File: src/rtl/prio_req_granter.sv
// prio_req_granter
//   Fixed-priority request granter. Request pulses are captured in a sticky
//   pending register; an IDLE/GRANT FSM picks the lowest pending index and
//   presents it on a valid/ready handshake. A grant that is not accepted
//   within WAIT_MAX cycles is dropped, and a one-cycle timeout pulse follows.
//
//   state | meaning
//   IDLE  | no grant presented; selects the winner from pend when non-zero
//   GRANT | grant presented and held; waits for ready or the wait limit
//
// Ports
//   clk           clock, rising edge
//   rst           asynchronous active-high reset
//   req_i         request pulses/levels, bit 0 highest priority
//   gnt_valid_o   grant presented
//   gnt_ready_i   consumer accepts the grant
//   gnt_idx_o     granted index
//   gnt_onehot_o  one-hot of gnt_idx_o, zero while no grant is presented
//   timeout_o     one-cycle pulse after a grant is dropped
//   busy_o        pending requests exist or a grant is presented
//   multi_hit_o   (PRIO_MULTI_HIT_EN only) more than one request was pending
//                 when the current grant was selected
//
// Optional feature macro: PRIO_MULTI_HIT_EN
// All outputs are registered.

module prio_req_granter #(
  parameter int N_REQ    = 4,
  parameter int IDX_W    = $clog2(N_REQ),
  parameter int WAIT_MAX = 15
) (
  input  logic             clk,
  input  logic             rst,
  input  logic [N_REQ-1:0] req_i,
  output logic             gnt_valid_o,
  input  logic             gnt_ready_i,
  output logic [IDX_W-1:0] gnt_idx_o,
  output logic [N_REQ-1:0] gnt_onehot_o,
  output logic             timeout_o,
`ifdef PRIO_MULTI_HIT_EN
  output logic             multi_hit_o,
`endif
  output logic             busy_o
);

  typedef enum logic {
    IDLE  = 1'b0,
    GRANT = 1'b1
  } state_t;

  state_t           state;
  logic [N_REQ-1:0] pend;
  logic [N_REQ-1:0] pend_clr;
  logic [N_REQ-1:0] pend_n;
  logic [7:0]       wait_cnt;
  logic             at_limit;
  logic             release_gnt;
  logic [IDX_W-1:0] sel_idx;
  logic [N_REQ-1:0] sel_onehot;

  assign at_limit    = (wait_cnt == 8'(WAIT_MAX - 1));
  assign release_gnt = (state == GRANT) && (gnt_ready_i || at_limit);

  // Set wins over clear: a request landing on the granted bit in its
  // release cycle keeps that bit pending.
  always_comb begin
    pend_clr = '0;
    if (release_gnt) pend_clr = gnt_onehot_o;
    pend_n = (pend & ~pend_clr) | req_i;
  end

  // Priority chain over the registered pend only, so requests arriving in
  // the selection cycle wait for the next IDLE. Scanning downward lets the
  // lowest set index overwrite any higher one.
  always_comb begin
    sel_idx = '0;
    for (int i = N_REQ - 1; i >= 0; i--) begin
      if (pend[i]) sel_idx = IDX_W'(i);
    end
    sel_onehot = N_REQ'(1) << sel_idx;
  end

  always_ff @(posedge clk or posedge rst) begin
    if (rst) begin
      state        <= IDLE;
      pend         <= '0;
      wait_cnt     <= '0;
      gnt_valid_o  <= 1'b0;
      gnt_idx_o    <= '0;
      gnt_onehot_o <= '0;
      timeout_o    <= 1'b0;
      busy_o       <= 1'b0;
`ifdef PRIO_MULTI_HIT_EN
      multi_hit_o  <= 1'b0;
`endif
    end else begin
      pend      <= pend_n;
      timeout_o <= 1'b0;
      case (state)
        IDLE: begin
          if (|pend) begin
            state        <= GRANT;
            wait_cnt     <= '0;
            gnt_valid_o  <= 1'b1;
            gnt_idx_o    <= sel_idx;
            gnt_onehot_o <= sel_onehot;
            busy_o       <= 1'b1;
`ifdef PRIO_MULTI_HIT_EN
            multi_hit_o  <= |(pend & (pend - N_REQ'(1)));
`endif
          end else begin
            busy_o <= |pend_n;
          end
        end
        GRANT: begin
          if (release_gnt) begin
            state        <= IDLE;
            wait_cnt     <= '0;
            gnt_valid_o  <= 1'b0;
            gnt_onehot_o <= '0;
            busy_o       <= |pend_n;
            // Accept takes precedence over a drop in the limit cycle.
            timeout_o    <= ~gnt_ready_i;
`ifdef PRIO_MULTI_HIT_EN
            multi_hit_o  <= 1'b0;
`endif
          end else begin
            wait_cnt <= wait_cnt + 8'd1;
            busy_o   <= 1'b1;
          end
        end
        default: state <= IDLE;
      endcase
    end
  end

endmodule

File: config.mk
export PLATFORM = sky130hd
export DESIGN_NAME = prio_req_granter
export DESIGN_NICKNAME = d
export VERILOG_FILES = /design/src/rtl/prio_req_granter.sv
export SDC_FILE = /design/constraint.sdc
export NUM_CORES = 1
export LEC_CHECK = 0
export CORE_MARGIN = 8
export CORE_UTILIZATION = 59
export CTS_BUF_LIST = sky130_fd_sc_hd__clkbuf_2 sky130_fd_sc_hd__clkbuf_4 sky130_fd_sc_hd__clkbuf_8
export DETAILED_ROUTE_END_ITERATION = 16
export GPL_TIMING_DRIVEN = 0
export PLACE_DENSITY = 0.91
export SLEW_MARGIN = 15
export SYNTH_ARGS = -nofsm -noshare
export SYNTH_HDL_FRONTEND = slang
export SYNTH_SLANG_ARGS = --single-unit
File: constraint.sdc
create_clock -name clk -period 5.5 [get_ports clk]
set_clock_uncertainty 0.2 [all_clocks]
set_input_delay 1.375 -clock clk [delete_from_list [all_inputs] [get_ports clk]]
set_output_delay 1.375 -clock clk [all_outputs]
set_load 0.01 [all_outputs]
==> run metrics <==
Main synth FF type=dfrtp_1; crit path max fanout=4; M1 GR Usage=0.184; status=finished, final reports clean; VDD IR max=0.164 mV; RSZ-0062 raised after global routing=no; Die Height=slightly below 60 um; Yosys Warn Count=0; DR pass1 iterations=7; drc violations=0; period utilisation layout=0.534; Netlist cell types=34; CP Launch Type=input pin; setup tns final=0 ps; area grow syn2layout=20.6%; DPL Wire Length=1.67 mm; #FFs+latches synth=22; Core Region=0.00171 sq mm; leak pwr=about 0.54 nW; via count=about 900; first-pass GRT wire length=3.91 mm; Mapped Area=roughly 0.0011 sq mm; Mean Syn Cell Area=slightly below 10 sq um; post-CTS setup buffer count=0; WP data arrival=2930 ps; Die Wd=58.4 um; Initial Utilization=0.620; Fmax achieved=0.340 GHz; share of layout cells above drive strength 1=0.0787; post-CTS sizing=0; clock latency on the worst-skew pair=310 ps; Reg clk slew, reported paths=120 ps; Post-synth EDFFs=0; Final Wtd Congestion=0.850; Yosys top cell by area=dfrtp_1; final wirelength=2.27 mm; slowest stage cell, crit path=clkdlybuf4s50_1; TritonCTS clock tree=built; GR Overflow Total=0; cell area after placement=~0.0012 sq mm; Sink Count=22; CTS root buffer=clkbuf_4; final hold violations=0; crit-path max cell delay=550 ps; Nets=137; row count=15; CTS max path bufs=2; largest net degree at the start of global routing=23; sequential cell area=551 sq um; post-route ant nets=0; Final Cell Area=0.00128 sq mm; WHS=299 ps; Rel. slew slack=0.462; Crit Path Category=input pin to flip-flop; Iter 0 DRT Violations=22; number of hold buffers added after cts=0; Final Max Slew Viols=0; I/O Buffers=15; Final min period=slightly below 3000 ps; Hold Crit Class=flip-flop to flip-flop; Multi-input gate area=473 sq um; post-synthesis sequential area ratio=0.520; diode count=0; grt met2 use=0.224; Synth area leaders=dfrtp_1 (52%), o21ai_0 (6.6%), nand2_1 (5.0%); Worst Setup End Kind=flip-flop; Fillers=126; Total GRT Usage=0.146; Yosys top cell area share=0.520; die area=0.00341 sq mm; MaxCap Viol Count=0; Async SR Flop Fraction=1.00; Worst-Margin Slew=806 ps; Top Ports=16; DR vias/cell=roughly 6; final setup fails=0; H-tree depth=1; DR WL/cell=between 10 and 15 um; CP Cell Sequence=clkdlybuf4s50_1 > a21oi_1 > o21ai_0 > nand4bb_1 > or4_1; Syn Nets=117; met3 usage=0.0370; vias in the first global route=between 800 and 900; Critical Path RT=5490 ps; TritonCTS Buffers=3; layer with the highest usage=met2; Final Power=about 0.00031 W; Power Dens Cells=about 240 mW/mm^2; Synth Instances=108; initial antenna violation count=0
==> kinds of logic (layout without fill, tap and decap cells) <==
group	Yosys count	after routing	share of synthesized area
AND/OR/NAND/NOR	45	45	0.234
buffers and inverters	8	27	0.0331
flip-flops	22	22	0.520
AO/OA/AOI/OAI	30	30	0.181
XOR/XNOR	1	1	0.00828
adder cells (fa/ha/maj)	2	2	0.0236
==> per-stage QoR <==
stage	worst slack, ps	util	instances
2_1_floorplan	2990	-	108
3_3_place_gp	2290	0.726	148
3_5_place_dp	2280	0.726	148
4_1_cts	2590	0.747	152
5_1_grt	2510	0.747	152
6_report	2560	0.747	152
==> state kept, by name, indices dropped and copies added, names as in the netlist <==
signal and cells:
gnt_valid_o 1, wait_cnt 8, pend 4, timeout_o 1, gnt_idx_o 2, gnt_onehot_o 4, busy_o 1, state 1
==> layer usage <==
layer	part of all wire	up-vias	wire (um)
li1	-	422	-
met1	0.45	424	1020
met2	0.46	36	1050
met3	0.073	4	165
met4	0.012	0	27
met5	0	-	0
==> Yosys cell counts (2+ instances only) <==
cell and n:
ha_1 2, nand2_1 14, a22o_1 2, and3_1 2
dfrtp_1 22, nor2_1 10, o22a_1 2, nand3_1 3
nor3_1 2, nand2b_1 4, a21oi_1 4, o21ai_0 14
and4bb_1 2, inv_1 5
==> cells in the final DEF (no fill, tap or decap), drive strengths merged, types with 3 or more instances in the layout <==
cell           synthesis  routed
dfrtp                 22      22
clkdlybuf4s50          0      15
o21ai                 15      15
nand2                 14      14
nor2                  10      10
inv                    6       6
a21oi                  4       4
nand2b                 4       4
clkbuf                 0       4
nand3                  3       3
nor3                   3       3
==> cell type report <==
cell class	count	share of cell area
Clock buffer	4	0.0284
Buffer	2	0.00980
Tap cell	25	0.0245
Timing Repair Buffer	15	0.118
Inverter	6	0.0176
Multi-Input combinational cell	78	0.371
Sequential cell	22	0.431
==> power breakdown <==
| part | switching [W] | internal (W) |
|---|---|---|
| clock network | 0.0000471 | 0.0000405 |
| registers | 0.00000788 | 0.000170 |
| logic | 0.0000221 | 0.0000234 |
| total | 0.0000771 | 0.000234 |
==> critical path: cells and delay by family <==
| kind | cells | cell delay (ps) |
|---|---|---|
| AO/OA/AOI/OAI | 2 | 440 |
| AND/OR/NAND/NOR | 2 | 560 |
| buffers and inverters | 1 | 550 |
==> final timing paths <==
check                       startpoint     endpoint  slack (ps)  depth (start not counted)
min                        gnt_valid_o  gnt_valid_o         300                          1
max reg2reg                wait_cnt[0]       busy_o        3180                          7
min reg2reg                gnt_valid_o  gnt_valid_o         300                          1
max                        gnt_ready_i       busy_o        2560                          5
min in group asynchronous          rst  wait_cnt[3]        1300                          2
max in group asynchronous          rst        state        3290                          2
(Power assumes the default switching activity.)
